$ cat config.mk
export PLATFORM = sky130hd
export DESIGN_NAME = mem_swap_scheduler
export DESIGN_NICKNAME = d
export VERILOG_FILES = /design/src/rtl/mem_swap_pkg.sv /design/src/rtl/mem_swap_scheduler_rr_arb2.sv /design/src/rtl/mem_swap_scheduler.sv
export SDC_FILE = /design/constraint.sdc
export NUM_CORES = 1
export LEC_CHECK = 0
export CORE_UTILIZATION = 37
export DETAILED_ROUTE_END_ITERATION = 7
export GPL_TIMING_DRIVEN = 0
export PLACE_DENSITY = 0.9
export REMOVE_ABC_BUFFERS = 1
export SLEW_MARGIN = 20
export SYNTH_ARGS = -nofsm -noshare
export SYNTH_HDL_FRONTEND = slang
export SYNTH_SLANG_ARGS = --single-unit
$ cat constraint.sdc
create_clock -name clk -period 1.98 [get_ports clk]
set_input_delay 0.297 -clock clk [delete_from_list [all_inputs] [get_ports clk]]
set_output_delay 0.297 -clock clk [all_outputs]
set_load 0.005 [all_outputs]
$ cat src/rtl/mem_swap_pkg.sv
// Shared definitions for the register-file swap scheduler: FSM state encoding
// and the write-client identifiers used by the round-robin arbiter.
package mem_swap_pkg;

   localparam logic [1:0] S_IDLE = 2'd0;
   localparam logic [1:0] S_RD_A = 2'd1;
   localparam logic [1:0] S_XFER = 2'd2;
   localparam logic [1:0] S_WR_B = 2'd3;

   typedef enum logic [1:0] {
      ST_IDLE = S_IDLE,
      ST_RD_A = S_RD_A,
      ST_XFER = S_XFER,
      ST_WR_B = S_WR_B
   } state_e;

   localparam logic CLIENT0 = 1'b0;
   localparam logic CLIENT1 = 1'b1;

endpackage

$ cat src/rtl/mem_swap_scheduler_rr_arb2.sv
// Two-requester round-robin arbiter: combinational one-hot grant, with the
// last contended winner remembered so that ties alternate.
module rr_arb2
   import mem_swap_pkg::*;
(
   input  logic       clk,
   input  logic       reset,
   input  logic [1:0] req,
   output logic [1:0] gnt
);

   logic rr_last_q;
   logic rr_last_d;

   // NOTE: every signal written in always_comb gets a default first, otherwise
   // a path that skips the assignment infers a latch.
   always_comb begin
      gnt       = 2'b00;
      rr_last_d = rr_last_q;
      case (req)
         2'b01: gnt = 2'b01;
         2'b10: gnt = 2'b10;
         2'b11: begin
            // Only contended grants move the round-robin pointer.
            if (rr_last_q == CLIENT0) begin
               gnt       = 2'b10;
               rr_last_d = CLIENT1;
            end else begin
               gnt       = 2'b01;
               rr_last_d = CLIENT0;
            end
         end
         default: gnt = 2'b00;
      endcase
   end

   // NOTE: sequential state uses non-blocking assignments only; blocking ones
   // here would make the result depend on process evaluation order.
   always_ff @(posedge clk) begin
      if (reset) begin
         rr_last_q <= CLIENT1;
      end else begin
         rr_last_q <= rr_last_d;
      end
   end

endmodule

$ cat src/rtl/mem_swap_scheduler.sv
// Single owner of the 1R/1W register file ports: arbitrates two client writers,
// passes one read address through, and runs atomic 3-cycle A<->B swaps.
module mem_swap_scheduler
   import mem_swap_pkg::*;
#(
   parameter int addr_w_N    = 7,
   parameter int data_w_Bits = 8
) (
   input  logic                   clk,
   input  logic                   reset,

   input  logic                   swap_req,
   input  logic [addr_w_N-1:0]    swap_addr_A,
   input  logic [addr_w_N-1:0]    swap_addr_B,
   output logic                   swap_ack,
   output logic                   busy,

   input  logic                   c0_we,
   input  logic [addr_w_N-1:0]    c0_addr,
   input  logic [data_w_Bits-1:0] c0_data,
   output logic                   c0_gnt,

   input  logic                   c1_we,
   input  logic [addr_w_N-1:0]    c1_addr,
   input  logic [data_w_Bits-1:0] c1_data,
   output logic                   c1_gnt,

   input  logic [addr_w_N-1:0]    rd_addr,
   output logic [data_w_Bits-1:0] rd_data,
   output logic                   rd_valid,

   output logic                   rf_we,
   output logic [addr_w_N-1:0]    rf_address_w,
   output logic [addr_w_N-1:0]    rf_address_r,
   output logic [data_w_Bits-1:0] rf_data_w,
   input  logic [data_w_Bits-1:0] rf_data_r
);

   state_e                  state_q,  state_d;
   logic [addr_w_N-1:0]     addr_a_q, addr_a_d;
   logic [addr_w_N-1:0]     addr_b_q, addr_b_d;
   logic [data_w_Bits-1:0]  tmp_q,    tmp_d;

   logic [1:0]              arb_req;
   logic [1:0]              arb_gnt;

   rr_arb2 u_arb (
      .clk   (clk),
      .reset (reset),
      .req   (arb_req),
      .gnt   (arb_gnt)
   );

   assign c0_gnt  = arb_gnt[0];
   assign c1_gnt  = arb_gnt[1];
   assign rd_data = rf_data_r;

   always_comb begin
      state_d      = state_q;
      addr_a_d     = addr_a_q;
      addr_b_d     = addr_b_q;
      tmp_d        = tmp_q;
      arb_req      = 2'b00;
      rf_we        = 1'b0;
      rf_address_w = '0;
      rf_data_w    = '0;
      rf_address_r = rd_addr;
      rd_valid     = 1'b0;
      swap_ack     = 1'b0;
      busy         = 1'b1;

      case (state_q)
         ST_IDLE: begin
            busy     = 1'b0;
            rd_valid = 1'b1;
            // Client writes are only arbitrated in IDLE and never during reset.
            arb_req  = {c1_we, c0_we} & {2{~reset}};
            if (arb_gnt[0]) begin
               rf_we        = 1'b1;
               rf_address_w = c0_addr;
               rf_data_w    = c0_data;
            end else if (arb_gnt[1]) begin
               rf_we        = 1'b1;
               rf_address_w = c1_addr;
               rf_data_w    = c1_data;
            end
            if (swap_req) begin
               addr_a_d = swap_addr_A;
               addr_b_d = swap_addr_B;
               state_d  = ST_RD_A;
            end
         end
         ST_RD_A: begin
            rf_address_r = addr_a_q;
            tmp_d        = rf_data_r;
            state_d      = ST_XFER;
         end
         ST_XFER: begin
            // mem[A] <= mem[B] straight through the combinational read port.
            rf_address_r = addr_b_q;
            rf_we        = 1'b1;
            rf_address_w = addr_a_q;
            rf_data_w    = rf_data_r;
            state_d      = ST_WR_B;
         end
         ST_WR_B: begin
            rf_we        = 1'b1;
            rf_address_w = addr_b_q;
            rf_data_w    = tmp_q;
            swap_ack     = 1'b1;
            state_d      = ST_IDLE;
         end
         default: state_d = ST_IDLE;
      endcase
   end

   // NOTE: only control and datapath registers live here; the register file
   // itself is outside and is never cleared by reset.
   always_ff @(posedge clk) begin
      if (reset) begin
         state_q  <= ST_IDLE;
         addr_a_q <= '0;
         addr_b_q <= '0;
         tmp_q    <= '0;
      end else begin
         state_q  <= state_d;
         addr_a_q <= addr_a_d;
         addr_b_q <= addr_b_d;
         tmp_q    <= tmp_d;
      end
   end

endmodule

==> results of run 1 <==
==> logic make-up (layout without fill, tap and decap cells) <==
group,after synthesis,after routing,share of synthesized area
AO/OA/AOI/OAI,64,64,0.287
XOR/XNOR,1,1,0.00545
adder cells (fa/ha/maj),5,5,0.0389
buffers and inverters,28,147,0.107
flip-flops,25,25,0.311
multiplexers,8,8,0.0498
AND/OR/NAND/NOR,73,74,0.201
==> placed cells by master, fill, tap and decap left out, types with 3 or more instances in the layout <==
| master | instances |
|---|---|
| a221o_1 | 10 |
| buf_6 | 18 |
| nor2_1 | 32 |
| dlygate4sd2_1 | 4 |
| a22oi_2 | 11 |
| a22oi_1 | 10 |
| buf_4 | 20 |
| mux2i_1 | 8 |
| clkbuf_2 | 6 |
| a21oi_1 | 20 |
| buf_2 | 16 |
| a221o_2 | 4 |
| clkdlybuf4s50_1 | 72 |
| ha_4 | 5 |
| dfxtp_1 | 23 |
| clkbuf_8 | 3 |
| a21oi_2 | 3 |
| nand2_1 | 29 |
==> timing repair <==
item / 4_1_cts / 5_1_grt
gates cloned: 3 / 0
endpoints found under the setup margin: 27 / 22
pin swaps: 14 / 24
resized for setup: 120 / 31
buffers inserted: 31 / 8
==> area by class of cell <==
cell class,instances,area [um^2]
repair buffers,140,1300
multi-input cells,152,1100
fillers,278,1050
flip-flops and latches,25,508
well taps,50,62.6
clock buffers,3,41.3
inverters,3,18.8
clock inverters,1,7.51
==> power by group through the flow <==
stage          registers, W  clock network [W]  logic [W]
5_1_grt            0.000766           0.000348    0.00287
2_1_floorplan      0.000700                  0   0.000953
6_report           0.000756           0.000310    0.00270
3_3_place_gp       0.000709                  0    0.00189
3_5_place_dp       0.000717                  0    0.00193
4_1_cts            0.000730           0.000313    0.00244
==> sequential cells by signal, indices dropped and copies added, names as in the netlist <==
name	flops
addr_b_q	7
addr_a_q	7
state_q	2
u_arb.rr_last_q	1
tmp_q	8
==> stage by stage <==
step / setup slack (ps) / power [W] / cell area [um^2] / util / setup TNS [ps]
after floorplan: 85.5 / 0.00165 / 1450 / - / 0
after global placement: -1300 / 0.00260 / 2500 / 0.612 / -23020
after detailed placement: -1340 / 0.00264 / 2500 / 0.612 / -23980
after CTS: -158 / 0.00348 / 2950 / 0.722 / -1700
after global routing: -265 / 0.00398 / 3040 / 0.743 / -3460
final: -251 / 0.00377 / 3040 / 0.743 / -2550
==> metal layers <==
layer  vias to the layer above  routed length, um  GRT usage
met5                         -                  0          0
met4                         0                214      0.138
met3                        22                567     0.0383
met2                       128               3610      0.518
met1                       984               2650      0.308
li1                        974                  -          -
==> worst min-delay path by stage <==
stage | slack, ps | end
5_1_grt | 500 | tmp_q[5]
2_1_floorplan | 370 | addr_a_q[0]
3_3_place_gp | 450 | addr_b_q[5]
6_report | 490 | addr_b_q[3]
3_5_place_dp | 460 | addr_b_q[5]
4_1_cts | 470 | tmp_q[7]
==> worst max-delay path, stage by stage, from the launching register on <==
cell and delay [ps]:
dfxtp_4 380, buf_6 120, ha_4 180, buf_12 150, a22oi_1 300, nor2_1 100
a221o_2 300, buf_2 120
==> out/qor.txt, run 1 <==
Worst setup EP type: primary output
Leakage power: 1.23 nW
CTS Hold Bufs: 0
Commonest cells post-synth: 33 x nor2_1, 30 x nand2_1, 25 x dfxtp_1
Antenna diodes: 0
First-pass GRT wire length: 9570 um
CTS tree: yes
Die area: 4610 um^2
Dpl hpwl: 3410 um
Min Hold Slack: 485 ps
VDD IR max: 627 uV
Final Hold Viols: 0
Crit share post-route: 1.13
Largest net degree at the start of global routing: 28
Register area share after synthesis: 0.311
Post-DR wirelength/cell: 18.8 um
Synth Flop Type: dfxtp_1
Hold Crit Class: reg -> reg
Clk_skew: 4.54 ps
Max H-tree Level: 1
Vias in the first global route: 1941
Antenna viol nets, final: 0
Synth top area share: 0.311
Yosys warns: 0
# port buffers: 99
Worst EP required: 1680 ps
Top post-synthesis cells by area: dfxtp_1 31%, a22oi_1 9.8%, nor2_1 7.7%, a21oi_1 7.2%, nand2_1 7.0%
RSZ-0062 raised after global routing: true
Sw Pwr: 0.00158 W
Crit path time final: 2230 ps
Asr flop ratio synth: 0
FF+latch count, synth: 25
GP Congestion: 0.779
Placed Cells: 328
Power Internal: 0.00219 W
Synth Instances: 204
Routed vias: 2108
Drt total wl: 7040 um
Chip width: 67.9 um
Hold Startpoint: addr_b_q[3]
Max frequency: 448 MHz
Hold path cells: 2
Top-count cell post-synth: nor2_1
Clock network fraction of design power: 0.082
Number of synthesized flops with an enable pin: 0
FF-to-FF path depth: 6
Drc violations: 0
Failing checks: setup timing
Row Count: 23
Netlist cell types: 32
Pin slew with the least headroom to its limit: 733 ps
Post-Syn Area per Cell: 7.88 um^2
Combinational power share: 0.717
Initial DRC count: 147
Layout Nets: 394
Layout cells sized above 1: 0.321
Worst setup margin: -251 ps
Core Box Area: 4090 um^2
Die height: 67.9 um
Area leader, netlist: dfxtp_1
Critical path class: reg -> out
RR Endpoint: addr_b_q[5]
CP Launch Type: register
Sink Count: 25
Synthesized area: 1610 um^2
Initial DRT Pass Iterations: 4
CP startpoint: state_q[1]
Critical path arrival: 1930 ps
Root buffer cell: clkbuf_8
FF-to-FF setup slack: 290 ps
Status: finished with violations
Slew headroom: 0.511
CP Max Fanout: 12
Slew Limit Fails: 0
IO Pins: 100
Skew-Pair Late Insertion Delay: 270 ps
Initial antenna violation count: 0
Total gr overflow: 0
Tot GR Track Use: 0.280
Syn-to-layout area delta: 88.9%
Vias/cell: 5.64
Clock transition at path regs: 90 ps
Initial core utilization: 0.393
Setup crit end: rf_data_w[7]
CTS Buffer Depth: 2
Pwr/cell area: 1240 nW/um^2
Part of the power in registers: 0.201
CTS Buf Count: 3
Reg2reg start: state_q[1]
Non-Filler Instances: 374
Setup-failing EPs final: 17
Max Cap Violations: 0
Sw frac: 0.419
Power figures use the tool's default switching activity.
==> inputs of run 2 (changes only) <==
--- a/config.mk
+++ b/config.mk
@@ -5,11 +5,11 @@
 export SDC_FILE = /design/constraint.sdc
 export NUM_CORES = 1
 export LEC_CHECK = 0
+export ABC_CLOCK_PERIOD_IN_PS = 1980
 export CORE_UTILIZATION = 37
 export DETAILED_ROUTE_END_ITERATION = 7
 export GPL_TIMING_DRIVEN = 0
 export PLACE_DENSITY = 0.9
-export REMOVE_ABC_BUFFERS = 1
 export SLEW_MARGIN = 20
 export SYNTH_ARGS = -nofsm -noshare
 export SYNTH_HDL_FRONTEND = slang
==> constraint.sdc (replaced) <==
create_clock -name clk -period 1.98 [get_ports clk]
set_input_delay 0.396 -clock clk [delete_from_list [all_inputs] [get_ports clk]]
set_output_delay 0.396 -clock clk [all_outputs]
set_load 0.005 [all_outputs]
==> out/qor.txt, run 2 (synthesis gave the netlist of run 1 again) <==
Status: finished with violations
Failing checks: setup timing
Die height: 67.9 um (unchanged)
Syn-to-layout area delta: 95.7%
Crit share post-route: 1.15 (+0.0219)
Max reg flops: 8 (unchanged)
Vias/cell: 5.83 (+3.4%)
Sink Count: 25 (unchanged)
Tot GR Track Use: 0.314 (+0.0332)
CTS Hold Bufs: 0 (unchanged)
Core Box Area: 4090 um^2 (unchanged)
Post-DR wirelength/cell: 20.9 um (+11%)
Max Cap Violations: 0 (unchanged)
Fin util: 0.770 (+0.0266)
Leakage power: 1.29 nW (+4.4%)
Antenna diodes: 0 (unchanged)
Worst setup margin: -295 ps (-43.4 ps)
Critical path arrival: 1880 ps (-50 ps)
Regs by FF count: tmp_q: 8 flops, addr_a_q: 7 flops, addr_b_q: 7 flops
CP startpoint: state_q[0]
Max frequency: 440 MHz (-1.9%)
Total gr overflow: 0 (unchanged)
Placed cell area: 2650 um^2 (+6.0%)
Clk_skew: 3.68 ps (-0.862 ps)
First-pass GRT wire length: 10600 um (+11%)
Critical path class: reg -> out
Hold path cells: 2 (unchanged)
VDD IR max: 702 uV (+12%)
Setup-failing EPs final: 21 (+4)
Clock transition at path regs: 80 ps (about the same)
Vias in the first global route: 2186 (+13%)
Pin slew with the least headroom to its limit: 486 ps (-248 ps)
Pwr/cell area: 1270 nW/um^2 (+2.1%)
Reg2reg start: state_q[0]
CTS Buffer Depth: 2 (unchanged)
Slew Limit Fails: 0 (unchanged)
Largest Register: tmp_q
Largest net degree at the start of global routing: 15 (-46%)
Row Count: 23 (unchanged)
Worst setup EP type: primary output
Crit path time final: 2270 ps (+43.4 ps)
Root buffer cell: clkbuf_8
Chip width: 67.9 um (unchanged)
Drt total wl: 7950 um (+13%)
Cells along the critical path: inv_4 -> ha_4 -> nor2b_4 -> and4b_4 -> buf_16 -> a221o_1 -> buf_2
CP Max Fanout: 5 (-7)
Critical path's slowest cell: dfxtp_4
Slew headroom: 0.676 (+0.165)
Final Hold Viols: 0 (unchanged)
CTS tree: yes
Hold Crit Class: in -> reg
CP Launch Type: register
CTS Buf Count: 3 (unchanged)
RSZ-0062 raised after global routing: true
Initial antenna violation count: 0 (unchanged)
Initial core utilization: 0.393 (unchanged)
Die area: 4610 um^2 (unchanged)
Skew-Pair Late Insertion Delay: 270 ps (about the same)
Fin area: 3150 um^2 (+3.6%)
Layout Nets: 400 (+1.5%)
Most common cell after layout, fill and taps aside: clkdlybuf4s50_1
Max H-tree Level: 1 (unchanged)
Drc violations: 0 (unchanged)
IO Pins: 100 (unchanged)
Initial DRC count: 184 (+25%)
Hold Startpoint: reset
Post-synth net total: 273
GP Congestion: 0.811 (+4.1%)
Worst EP required: 1580 ps (-100 ps)
FF-to-FF path depth: 7 (+1)
Routed vias: 2214 (+5.0%)
Worst path max stage delay: 410 ps (+30 ps)
# port buffers: 98 (-1.0%)
Antenna viol nets, final: 0 (unchanged)
Most frequent cells in the layout: 69 x clkdlybuf4s50_1, 32 x nor2_1, 30 x nand2_1
Dpl hpwl: 4280 um (+25%)
Layout cells sized above 1: 0.358 (+0.0366)
Initial DRT Pass Iterations: 4 (unchanged)
-- run 2: cell count changes in the layout (fill, tap and decap cells not counted), sizes merged --
cell,before,now
clkbuf,9,17
clkdlybuf4s50,72,69
buf,58,60
and4b,2,1
clkinv,0,1
clkinvlp,1,0
dlygate4sd2,4,3
dlymetal6s2s,0,1
-- run 2: final cells by class --
cell class | instances | area (um^2)
Multi-Input combinational cell | 151 | 1120
Buffer | 23 | 254
Clock inverter | 1 | 5.00
Inverter | 3 | 18.8
Sequential cell | 25 | 508
Timing Repair Buffer | 124 | 1140
Clock buffer | 3 | 41.3
Tap cell | 50 | 62.6
Fill cell | 256 | 940
-- run 2: worst max-delay path: cells and delay by family (launching register included) --
| kind | cells | cell delay (ps) |
|---|---|---|
| fa+ha+maj | 1 | 180 |
| compound gates | 1 | 340 |
| flops | 1 | 410 |
| buf+inv | 3 | 330 |
| simple gates | 2 | 350 |
-- run 2: report_power, final --
group	internal [W]	switching [W]
sequential	0.000637	0.000151
combinational	0.00150	0.00138
clock	0.000141	0.000165
-- run 2: stage by stage --
step / total power, W / hold slack (ps) / setup TNS, ps / std cells / setup WS [ps]
after floorplan: 0.00175 / 448 / 0 / 204 / 0.00167
after global placement: 0.00269 / 459 / -13320 / 352 / -743
after detailed placement: 0.00275 / 469 / -14020 / 352 / -799
after CTS: 0.00354 / 331 / -4680 / 376 / -322
after global routing: 0.00417 / 337 / -5040 / 380 / -339
final: 0.00398 / 331 / -4120 / 380 / -295
-- run 2: layer usage --
metal | GRT usage | wire length, um | vias up
met5 | 0 | 0 | -
met4 | 0.198 | 404 | 0
met3 | 0.0783 | 713 | 43
met2 | 0.542 | 3860 | 164
met1 | 0.338 | 2980 | 1026
li1 | - | - | 981
-- run 2: path summary, 6_finish.rpt --
| kind | slack [ps] | end |
|---|---|---|
| setup reg to reg | 300 | addr_a_q[1] |
| setup / recovery | -290 | rf_address_w[4] |
| hold reg to reg | 500 | tmp_q[2] |
| hold / removal | 330 | addr_a_q[3] |
-- run 2: timing repair --
action                                  CTS  global route
endpoints found under the setup margin   27            26
pin swaps                                13            23
hold endpoints to repair                  0             0
gates cloned                              1             1
resized for setup                       135            50
buffers inserted                         21             3
==> inputs of run 3 (changes only) <==
==> constraint.sdc (replaced) <==
create_clock -name clk -period 1.98 [get_ports clk]
set_input_delay 0.396 -clock clk [delete_from_list [all_inputs] [get_ports clk]]
set_output_delay 0.396 -clock clk [all_outputs]
set_load 0.01 [all_outputs]
==> out/qor.txt, run 3 (synthesis gave the netlist of run 1 again) <==
GP Congestion: 0.826 (+1.8%)
Sink Count: 25 (unchanged)
Hold Startpoint: reset
Initial DRC count: 121 (-34%)
Post-DR wirelength/cell: 18.6 um (-11%)
Core Box Area: 4090 um^2 (unchanged)
Chip width: 67.9 um (unchanged)
FF-to-FF path depth: 9 (+2)
Reg2reg start: state_q[0]
Most common cell after layout, fill and taps aside: clkdlybuf4s50_1
Leakage power: 1.34 nW (+3.7%)
Crit share post-route: 1.17 (+0.0258)
Cells along the critical path: inv_4 -> ha_4 -> buf_4 -> nand3b_1 -> nor3_4 -> buf_6 -> a221o_2 -> buf_6
Clock transition at path regs: 80 ps (about the same)
Initial DRT Pass Iterations: 4 (unchanged)
Max H-tree Level: 1 (unchanged)
Tot GR Track Use: 0.272 (-0.0411)
Sw frac: 0.427 (about the same)
Slew Limit Fails: 0 (unchanged)
End of the worst hold path: state_q[0]
Skew-Pair Late Insertion Delay: 280 ps (about the same)
CTS tree: yes
Clock network fraction of design power: 0.078 (about the same)
Setup-failing EPs final: 21 (unchanged)
Clk_skew: 7.82 ps (+4.14 ps)
Pwr/cell area: 1290 nW/um^2 (+2.2%)
Max Cap Violations: 0 (unchanged)
CP Max Fanout: 5 (unchanged)
Initial core utilization: 0.393 (unchanged)
Fin util: 0.755 (-0.0147)
Sw Pwr: 0.00170 W (+0.24%)
Routed vias: 2137 (-3.5%)
Vias in the first global route: 1976 (-9.6%)
VDD IR max: 743 uV (+5.9%)
CP most frequent cell: buf_6
Hold path cells: 2 (unchanged)
Critical path class: reg -> out
Syn-to-layout area delta: 92.0%
CP Launch Type: register
Drc violations: 0 (unchanged)
Row Count: 23 (unchanged)
Dpl hpwl: 4180 um (-2.2%)
Critical path arrival: 1930 ps (+50 ps)
Vias/cell: 5.58 (-4.2%)
Worst setup margin: -346 ps (-51.2 ps)
Part of the power in registers: 0.195 (-0.003)
# port buffers: 98 (unchanged)
RR Endpoint: addr_b_q[4]
CTS Hold Bufs: 0 (unchanged)
FF-to-FF setup slack: 100 ps (-200 ps)
Die height: 67.9 um (unchanged)
Antenna viol nets, final: 0 (unchanged)
Post-synth net total: 273 (unchanged)
Fillers: 251 (-2.0%)
Most frequent cells in the layout: 63 x clkdlybuf4s50_1, 33 x nor2_1, 33 x buf_4
IO Pins: 100 (unchanged)
Power Internal: 0.00229 W (+0.30%)
Total gr overflow: 0 (unchanged)
Initial antenna violation count: 0 (unchanged)
Regs by FF count: tmp_q: 8 flops, addr_a_q: 7 flops, addr_b_q: 7 flops
Worst setup EP type: primary output
Hold Crit Class: in -> reg
First-pass GRT wire length: 9230 um (-13%)
Combinational power share: 0.728 (+0.003)
Largest net degree at the start of global routing: 15 (unchanged)
Root buffer cell: clkbuf_8
RSZ-0062 raised after global routing: true
Slew headroom: 0.662 (-0.0147)
Critical path's slowest cell: dfxtp_4
Layout Nets: 403 (+0.75%)
Worst path max stage delay: 400 ps (about the same)
Max reg flops: 8 (unchanged)
CTS Buffer Depth: 2 (unchanged)
Antenna diodes: 0 (unchanged)
Status: finished with violations
Worst EP required: 1580 ps (about the same)
Final Hold Viols: 0 (unchanged)
Pin slew with the least headroom to its limit: 508 ps (+22.0 ps)
Drt total wl: 7110 um (-11%)
TNS Setup: -4590 ps (-470 ps)
Die area: 4610 um^2 (unchanged)
Largest Register: tmp_q
CTS Buf Count: 3 (unchanged)
Crit path time final: 2330 ps (+51.2 ps)
Failing checks: setup timing
Layout cells sized above 1: 0.336 (-0.0212)
Max frequency: 430 MHz (-2.2%)
-- run 3: changes by cell type in the layout (fill, tap and decap cells not counted), moves of 2 or more --
| cell | before | now |
|---|---|---|
| buf_4 | 24 | 33 |
| a22oi_1 | 3 | 9 |
| a22oi_2 | 18 | 12 |
| clkdlybuf4s50_1 | 69 | 63 |
| dlymetal6s2s_1 | 1 | 7 |
| buf_6 | 10 | 13 |
| buf_2 | 20 | 18 |
| buf_8 | 4 | 2 |
| clkbuf_16 | 3 | 1 |
| clkbuf_8 | 7 | 5 |
-- run 3: per-layer routing --
| metal | vias to the layer above | track usage | wire length (um) |
|---|---|---|---|
| met5 | - | 0 | 0 |
| met4 | 0 | 0.146 | 247 |
| met3 | 29 | 0.0500 | 611 |
| met2 | 134 | 0.506 | 3520 |
| met1 | 991 | 0.286 | 2720 |
| li1 | 983 | - | - |
-- run 3: worst max path at each step --
stage / from / to / slack (ps) / cells past startpoint
after floorplan: state_q[0] / rf_address_w[3] / 30 / 7
final: state_q[0] / rf_address_w[2] / -350 / 8
after global routing: state_q[0] / rf_address_w[2] / -380 / 8
after global placement: c1_we / rf_address_w[4] / -780 / 6
after detailed placement: c1_we / rf_address_w[4] / -820 / 6
after CTS: state_q[0] / rf_address_w[4] / -290 / 7
-- run 3: stage by stage --
stage                     hold slack (ps)  worst slack [ps]  cell area, um^2  instances  total power, W
after global placement                459              -784             2650        352         0.00282
final                                 328              -346             3090        383         0.00399
after detailed placement              469              -818             2650        352         0.00287
after global routing                  330              -379             3090        383         0.00418
after CTS                             310              -291             2890        367         0.00344
after floorplan                       448              26.9             1610        204         0.00188
-- run 3: power groups by stage --
stage | combinational (W) | clock (W) | sequential, W
finish | 0.00291 | 0.000309 | 0.000777
global route | 0.00306 | 0.000332 | 0.000785
CTS | 0.00238 | 0.000315 | 0.000745
detailed placement | 0.00214 | 0 | 0.000724
global placement | 0.00210 | 0 | 0.000716
floorplan | 0.00118 | 0 | 0.000700
-- run 3: worst max-delay path: cells and delay by family (launching register included) --
kind | cells | cell delay [ps]
AO/OA/AOI/OAI | 1 | 400
adder cells (fa/ha/maj) | 1 | 170
buffers and inverters | 4 | 460
flip-flops | 1 | 400
AND/OR/NAND/NOR | 2 | 220
-- run 3: final cells by class --
cell class / instances / area, um^2 / area share
Buffer: 21 / 209 / 0.0677
Multi-Input combinational cell: 151 / 1070 / 0.348
Timing Repair Buffer: 129 / 1170 / 0.379
Sequential cell: 25 / 508 / 0.165
Tap cell: 50 / 62.6 / 0.0203
Inverter: 3 / 18.8 / 0.00608
Clock inverter: 1 / 5.00 / 0.00162
Clock buffer: 3 / 41.3 / 0.0134
-- run 3: what timing repair did --
item,CTS,global route
setup buffers,12,18
cloned,1,0
setup endpoints to repair,27,28
resized for setup,150,36
pin swaps,5,21
